## src/rtl/wb_stage.sv

```systemverilog
// rtl/wb_stage.sv - writeback stage: WB register, load formatting, register file write port (optional macro WB_INSTRET_EN adds instret_o)
module wb_stage #(
    parameter logic [31:0] RESET_PC = 32'h0000_0000
) (
    input  logic        clk_i,
    input  logic        rst_i,
    input  logic        stall_i,
    input  logic        flush_i,
    input  logic        mem_valid_i,
    input  logic [31:0] mem_pc_i,
    input  logic        mem_rd_wren_i,
    input  logic [4:0]  mem_rd_addr_i,
    input  logic [1:0]  mem_wb_sel_i,
    input  logic [31:0] mem_alu_data_i,
    input  logic [31:0] mem_ld_data_i,
    input  logic [2:0]  mem_ld_funct3_i,
    input  logic [1:0]  mem_addr_lo_i,
    output logic        rd_wren,
    output logic [4:0]  rd_addr,
    output logic [31:0] rd_data,
    output logic        wb_valid_o,
    output logic [31:0] wb_pc_o
`ifdef WB_INSTRET_EN
    , output logic [63:0] instret_o
`endif
);

    typedef enum logic {
        EMPTY = 1'b0,
        HOLD  = 1'b1
    } wb_state_t;

    wb_state_t   state_q, state_d;
    logic [31:0] pc_q;
    logic        rd_wren_q;
    logic [4:0]  rd_addr_q;
    logic [1:0]  wb_sel_q;
    logic [31:0] alu_data_q;
    logic [31:0] ld_data_q;
    logic [2:0]  funct3_q;
    logic [1:0]  addr_lo_q;
    logic [31:0] ld_fmt;
    logic [7:0]  ld_byte;
    logic [15:0] ld_half;
    logic        capture;

    // Flush beats stall; reset is handled separately and beats both.
    assign capture = !flush_i && !stall_i;

    // State register: EMPTY holds a bubble, HOLD a real instruction.
    always_ff @(posedge clk_i) begin
        if (rst_i) begin
            state_q <= EMPTY;
        end else begin
            state_q <= state_d;
        end
    end

    // Next-state: flush empties, stall holds, capture follows mem_valid_i.
    always_comb begin
        state_d = state_q;
        if (flush_i) begin
            state_d = EMPTY;
        end else if (!stall_i) begin
            state_d = mem_valid_i ? HOLD : EMPTY;
        end
    end

    // Payload fields; a flushed entry keeps stale payload since valid is cleared.
    always_ff @(posedge clk_i) begin
        if (rst_i) begin
            pc_q       <= RESET_PC;
            rd_wren_q  <= 1'b0;
            rd_addr_q  <= 5'd0;
            wb_sel_q   <= 2'd0;
            alu_data_q <= 32'd0;
            ld_data_q  <= 32'd0;
            funct3_q   <= 3'd0;
            addr_lo_q  <= 2'd0;
        end else if (capture) begin
            pc_q       <= mem_pc_i;
            rd_wren_q  <= mem_rd_wren_i;
            rd_addr_q  <= mem_rd_addr_i;
            wb_sel_q   <= mem_wb_sel_i;
            alu_data_q <= mem_alu_data_i;
            ld_data_q  <= mem_ld_data_i;
            funct3_q   <= mem_ld_funct3_i;
            addr_lo_q  <= mem_addr_lo_i;
        end
    end

    // Lane extraction and sign/zero extension of the loaded word.
    always_comb begin
        ld_byte = ld_data_q[7:0];
        case (addr_lo_q)
            2'd0: ld_byte = ld_data_q[7:0];
            2'd1: ld_byte = ld_data_q[15:8];
            2'd2: ld_byte = ld_data_q[23:16];
            2'd3: ld_byte = ld_data_q[31:24];
            default: ld_byte = ld_data_q[7:0];
        endcase
        ld_half = addr_lo_q[1] ? ld_data_q[31:16] : ld_data_q[15:0];
        ld_fmt  = ld_data_q;
        case (funct3_q)
            3'b000: ld_fmt = {{24{ld_byte[7]}}, ld_byte};
            3'b100: ld_fmt = {24'd0, ld_byte};
            3'b001: ld_fmt = {{16{ld_half[15]}}, ld_half};
            3'b101: ld_fmt = {16'd0, ld_half};
            default: ld_fmt = ld_data_q;
        endcase
    end

    // Writeback source select; PC+4 wraps naturally at 32 bits.
    always_comb begin
        rd_data = alu_data_q;
        case (wb_sel_q)
            2'b01: rd_data = ld_fmt;
            2'b10: rd_data = pc_q + 32'd4;
            default: rd_data = alu_data_q;
        endcase
    end

    // x0 must never be written: the register file bypasses writes to its read ports.
    assign rd_wren    = (state_q == HOLD) && rd_wren_q && (rd_addr_q != 5'd0);
    assign rd_addr    = rd_addr_q;
    assign wb_valid_o = (state_q == HOLD);
    assign wb_pc_o    = pc_q;

`ifdef WB_INSTRET_EN
    logic [63:0] instret_q;

    // Retire counter: counts only edges that capture a valid instruction.
    always_ff @(posedge clk_i) begin
        if (rst_i) begin
            instret_q <= 64'd0;
        end else if (capture && mem_valid_i) begin
            instret_q <= instret_q + 64'd1;
        end
    end

    assign instret_o = instret_q;
`endif

endmodule
```

## config.mk

```make
export PLATFORM = sky130hd
export DESIGN_NAME = wb_stage
export DESIGN_NICKNAME = d
export VERILOG_FILES = /design/src/rtl/wb_stage.sv
export SDC_FILE = /design/constraint.sdc
export NUM_CORES = 1
export LEC_CHECK = 0
export ABC_CLOCK_PERIOD_IN_PS = 5400
export BUFFER_PORTS_ARGS = -buffer_cell sky130_fd_sc_hd__buf_2
export CAP_MARGIN = 40
export CORE_UTILIZATION = 30
export DETAILED_ROUTE_END_ITERATION = 7
export PLACE_DENSITY = 0.52
export SLEW_MARGIN = 40
export SYNTH_ARGS = -nofsm -noshare
export SYNTH_HDL_FRONTEND = slang
export SYNTH_SLANG_ARGS = --single-unit
```

## constraint.sdc

```tcl
create_clock -name clk_i -period 5.4 [get_ports clk_i]
set_input_delay 0.27 -clock clk_i [delete_from_list [all_inputs] [get_ports clk_i]]
set_output_delay 0.27 -clock clk_i [all_outputs]
set_load 0.02 [all_outputs]
```

==> metrics.csv, run 1 <==
metric,value,unit
syn_avg_cell_area,7.147,um^2
relSlewSlack,43.04,%
multi_input_area,3100,um^2
final_common_cell,nand2_1,
status,"finished, violations left",
cp_num_buf_inv,2,
final_net_count,1036,
root_buffer,clkbuf_16,
cts_made_buffers,9,
fin_tns_setup,0,ns
cts-htree-levels,3,
synth_compound_area_share,22.02,%
crit_path_max_fanout,11,
diodes,0,
via_per_inst,5.099,
maxSlewViolCount,0,
drc,18,
core,18090,um^2
antenna_found_initial,2,
ios,185,
clkTransAtPathRegs,0.08,ns
grt_max_degree,63,
grt_pass1_wl,30690,um
fmax,327.3,MHz
clk_path_buf_depth,2,
rows,49,
synthMuxAreaShare,1.888,%
wl,19720,um
drive_gt1_share,23.59,%
violations,DRC,
die_y,138.2,um
drt_iter0_drc,473,
syn_to_final_growth,24.22,%
synthesis.area,5568,um^2
hp-class,in2reg,
cts_tree,yes,
synthArstFlopShare,0,%
ys_types,44,
ant_nets,0,
slowest_stage,nor2b_1,
fillers,1964,
port_buffers,184,
layout_common_cells,"272 x nand2_1, 183 x buf_2, 132 x a21oi_1",
crit_type,reg2out,
synth_top_family_by_area,simple AND/OR/NAND/NOR gates,
ys_top_cells_by_area,"dfxtp_1 40%, nand2_1 18%, a21oi_1 12%",
p_leak,0.002785,uW
hold_violations,0,
die_area,19110,um^2
period_needed,3.055,ns
vdd_drop_max,0.0001549,V
clock_latency,0.36,ns
cp-end-kind,output port,
cp_top_family,simple AND/OR/NAND/NOR gates,
tightest_slew,0.8526,ns
start_kind,register,
path_cells,inv_1 -> ha_1 -> nor2b_1 -> nand2b_1 -> o221a_2 -> o21ai_1 -> buf_2,
syn-num-nets,896,
die_x,138.2,um
regArea,2203,um^2
syn_inst,779,
vias,5879,
ys_seq_area_share,39.55,%
synth-edff-count,0,
p_per_area,266.3,nW/um^2
hold_buffers,0,
synth_top_area_share,39.55,%
grt_pass1_vias,5434,
synth_flop_cell,dfxtp_1,
period_share,56.58,%
synth_fa_ha_area_share,0.6742,%
grt_usage,20.56,%
wl_per_cell,17.10,um
first_pass_iters,7,
yosysTopAreaCell,dfxtp_1,
initial_core_util,30.79,%
gp_congestion,0.8770,
place_hpwl,14330,um
rsz0062_at_grt,no,
gr-total-overflow,0,
cp.arrival,2.79,ns
synth_seq_cells,110,
synth-xor-area-share,4.090,%
post-cts-setup-buffers,0,
synth_simple_gate_area_share,26.79,%
cts.sinks,110,
max_stage_delay,0.61,ns
ys_warn_count,0,
finClkSkew,0,ns
final-setup-viol-count,0,
required,5.13,ns
finalPower,1842,uW
ctsResizeCount,0,
max_cap_violations,0,
-- final timing paths --
| kind | end | start | slack (ns) | cells past startpoint |
|---|---|---|---|---|
| worst max-delay path | rd_data[31] | wb_sel_q[0] | 2.34 | 7 |
| worst min-delay path | wb_valid_o | flush_i | 0.14 | 2 |
| worst max register to register | addr_lo_q[1] | addr_lo_q[1] | 4.41 | 2 |
| worst min register to register | alu_data_q[12] | alu_data_q[12] | 0.46 | 2 |
-- per-stage QoR --
stage / instance area (um^2) / hold slack (ns) / util [%] / setup slack [ns] / cells
6_report: 6917 / 0.1360 / 38.24 / 2.345 / 1153
5_1_grt: 6917 / 0.1359 / 38.24 / 2.137 / 1153
4_1_cts: 6917 / 0.1262 / 38.24 / 2.367 / 1153
3_5_place_dp: 6624 / 0.4459 / 36.62 / 2.765 / 1137
3_3_place_gp: 6605 / 0.4441 / 36.52 / 2.716 / 1136
2_1_floorplan: 5568 / 0.3493 / - / 3.028 / 779
-- area by class of cell --
cell class                      count  share of cell area (%)
Clock buffer                       11                   3.654
Clock inverter                      5                  0.5789
Inverter                           12                  0.6512
Multi-Input combinational cell    596                   44.83
Sequential cell                   110                   31.86
Tap cell                          229                   4.143
Timing Repair Buffer              190                   14.29
-- flip-flops by register name, summed over array words and instances (netlist names) --
register and count:
wb_valid_o 1, rd_wren_q 1, wb_sel_q 2, ld_data_q 32, wb_pc_o 32, addr_lo_q 2, alu_data_q 32, rd_addr 5
funct3_q 3
-- Yosys cell counts (2+ instances only) --
cell / number
inv_1: 12
a22oi_1: 9
nand2b_1: 4
ha_1: 3
dfxtp_1: 110
mux2i_1: 6
nor3b_1: 3
a221oi_1: 5
a31oi_1: 7
a22o_1: 2
o211ai_1: 4
xor2_1: 16
or3_1: 2
a21oi_1: 132
nand2_1: 272
nand4_2: 2
and3_1: 2
mux4_2: 2
and2_1: 2
nor4_1: 4
o221ai_1: 19
o21ai_1: 3
buf_1: 6
nor2b_1: 6
nor3_1: 13
nor2_1: 14
buf_2: 3
nand4_1: 8
o21ai_0: 11
clkbuf_1: 52
and4_1: 3
nand3_1: 16
a221o_1: 6
xnor2_1: 10
-- kinds of logic after synthesis --
family	Yosys count
AOI/OAI and AO/OA	205
xor gates and xnor gates	26
adders and majority gates	3
buffers and inverters	73
DFF	110
muxes	8
and+or+nand+nor	354
-- per-layer routing --
layer	routed length, um	track usage [%]	vias to the layer above
li1	-	-	2956
met1	9420	28.83	2700
met2	8887	31.93	194
met3	1059	4.122	25
met4	321	5.736	4
met5	27	0	-
-- power breakdown --
part | switching (uW) | internal (uW)
combinational | 169 | 104
sequential | 47.2 | 848
clock | 329 | 344
total | 545 | 1300
-- worst register-to-register path, stage by stage, from the launching register on --
cell     delay [ns]
dfxtp_2        0.66
nand2_1        0.10
a21oi_1        0.16
No activity file was read; power rests on OpenSTA's default activity.
==> run 2: changes to the inputs <==
--- a/config.mk
+++ b/config.mk
@@ -5,12 +5,12 @@
 export SDC_FILE = /design/constraint.sdc
 export NUM_CORES = 1
 export LEC_CHECK = 0
-export ABC_CLOCK_PERIOD_IN_PS = 5400
+export ABC_CLOCK_PERIOD_IN_PS = 2750
 export BUFFER_PORTS_ARGS = -buffer_cell sky130_fd_sc_hd__buf_2
 export CAP_MARGIN = 40
 export CORE_UTILIZATION = 30
 export DETAILED_ROUTE_END_ITERATION = 7
-export PLACE_DENSITY = 0.52
+export PLACE_DENSITY = 0.54
 export SLEW_MARGIN = 40
 export SYNTH_ARGS = -nofsm -noshare
 export SYNTH_HDL_FRONTEND = slang
==> constraint.sdc (replaced) <==
create_clock -name clk_i -period 2.75 [get_ports clk_i]
set_input_delay 0.1375 -clock clk_i [delete_from_list [all_inputs] [get_ports clk_i]]
set_output_delay 0.1375 -clock clk_i [all_outputs]
set_load 0.02 [all_outputs]
==> run 2 against run 1 <==
Effect of this change:
- critical path depth decreased by 1
- sequential cell count did not move
- the run still ends with DRC left
- die area unchanged
==> metrics.csv, run 2 (same netlist as run 1, synthesis figures left out) <==
metric,value,unit
status,"finished, violations left",
violations,DRC,
p_per_area,510.4,nW/um^2
hp-class,in2reg,
layout_common_cells,"272 x nand2_1, 183 x buf_2, 132 x a21oi_1",
wl,19230,um
rsz0062_at_grt,no,
via_per_inst,5.042,
antenna_found_initial,1,
die_y,138.2,um
final-setup-viol-count,0,
post-place-ws,0.5128,ns
cts_made_buffers,9,
drt_iter0_drc,316,
hold_violations,0,
rows,49,
period_needed,2.564,ns
placed_area,6690,um^2
grtUsageMet1,26.78,%
initial_core_util,30.79,%
cp_num_buf_inv,1,
grt_pass1_wl,29810,um
final_cell_area,7072,um^2
grt_usage,19.96,%
crit_type,reg2out,
first_pass_iters,7,
port_buffers,184,
relSlewSlack,45.15,%
grt_pass1_vias,5494,
clkTransAtPathRegs,0.08,ns
clock_latency,0.35,ns
startpoint,addr_lo_q[0],
final_cell_count_no_fill,1170,
gr-total-overflow,0,
finClkSkew,0,ns
cp.arrival,2.43,ns
slowest_stage,mux4_2,
cp_top_family,multiplexers,
wl_per_cell,16.43,um
cts.sinks,110,
hold_start,mem_pc_i[0],
fmax,390.0,MHz
crit_path_max_fanout,9,
grt.met2_usage,31.71,%
final_net_count,1052,
final_common_cell,nand2_1,
max_stage_delay,0.54,ns
path_cells,mux4_2 -> nor3b_1 -> nor2_1 -> a221oi_1 -> a221o_1 -> buf_2,
regArea,2203,um^2
drive_gt1_share,23.62,%
required,2.61,ns
tightest_slew,0.8211,ns
die_area,19110,um^2
maxSlewViolCount,0,
drc,28,
root_buffer,clkbuf_16,
grt_max_degree,110,
die_x,138.2,um
clk_path_buf_depth,2,
post-cts-setup-buffers,0,
worst_slack,0.1856,ns
place_hpwl,14080,um
multi_input_area,3102,um^2
max_cap_violations,0,
fin_tns_setup,0,ns
timing.hold.ws,0.01207,ns
cts-htree-levels,3,
fillers,1945,
ios,185,
top_usage_layer,met2,
ant_nets,0,
placed_cells,1144,
cts_tree,yes,
vias,5899,
start_kind,register,
grt_util_met3,4.572,%
r2r_start,addr_lo_q[1],
syn_to_final_growth,27.01,%
p_leak,0.002855,uW
core,18090,um^2
gp_congestion,0.8637,
period_share,93.25,%
vdd_drop_max,0.0003065,V
cp-end-kind,output port,
## run 2: changes by cell type in the layout (fill, tap and decap cells not counted), moves of 2 or more
cell / previous run / this run
buf_12: 1 / 3
inv_6: 3 / 0
buf_4: 5 / 11
clkbuf_1: 0 / 3
dlygate4sd3_1: 0 / 9
clkbuf_8: 2 / 0
## run 2: timing repair
| item | in CTS | in global routing |
|---|---|---|
| hold buffers | 9 | 0 |
| endpoints found under the hold margin | 9 | 0 |
| resized for setup | 0 | 2 |
| endpoints found under the setup margin | 0 | 3 |
## run 2: layer usage
metal,wire (um),vias to the layer above
met5,13,-
met4,394,2
met3,1202,23
met2,8653,190
met1,8962,2697
li1,-,2987
## run 2: cell type report
type                            instances  share of cell area (%)
Multi-Input combinational cell        596                   43.86
Antenna cell                            1                 0.03539
Sequential cell                       110                   31.16
Clock inverter                          4                  0.6723
Tap cell                              229                   4.052
Clock buffer                           12                   3.344
Timing Repair Buffer                  206                   16.24
Inverter                               12                  0.6369
## run 2: worst min-delay path: cells and delay by family
family,cells,cell delay (ns)
compound gates,1,0.05
simple gates,1,0.04
buf+inv,1,0.09
## run 2: stage by stage
step	power (uW)	util [%]
floorplan	2093	-
global placement	2341	36.99
detailed placement	2342	36.99
CTS	3651	39.06
global route	3766	39.09
finish	3610	39.10
## run 2: path summary, 6_finish.rpt
check,slack (ns),cells after the start,end
max,0.19,6,rd_data[9]
min,0.01,3,wb_pc_o[0]
max reg2reg,1.63,3,addr_lo_q[1]
min reg2reg,0.46,2,alu_data_q[19]
## run 2: where the power goes
part / leakage [uW] / internal (uW) / switching (uW)
clock network: 0.000137 / 706 / 592
registers: 0.000900 / 1670 / 87.0
logic: 0.00182 / 221 / 338
total: 0.00285 / 2590 / 1020
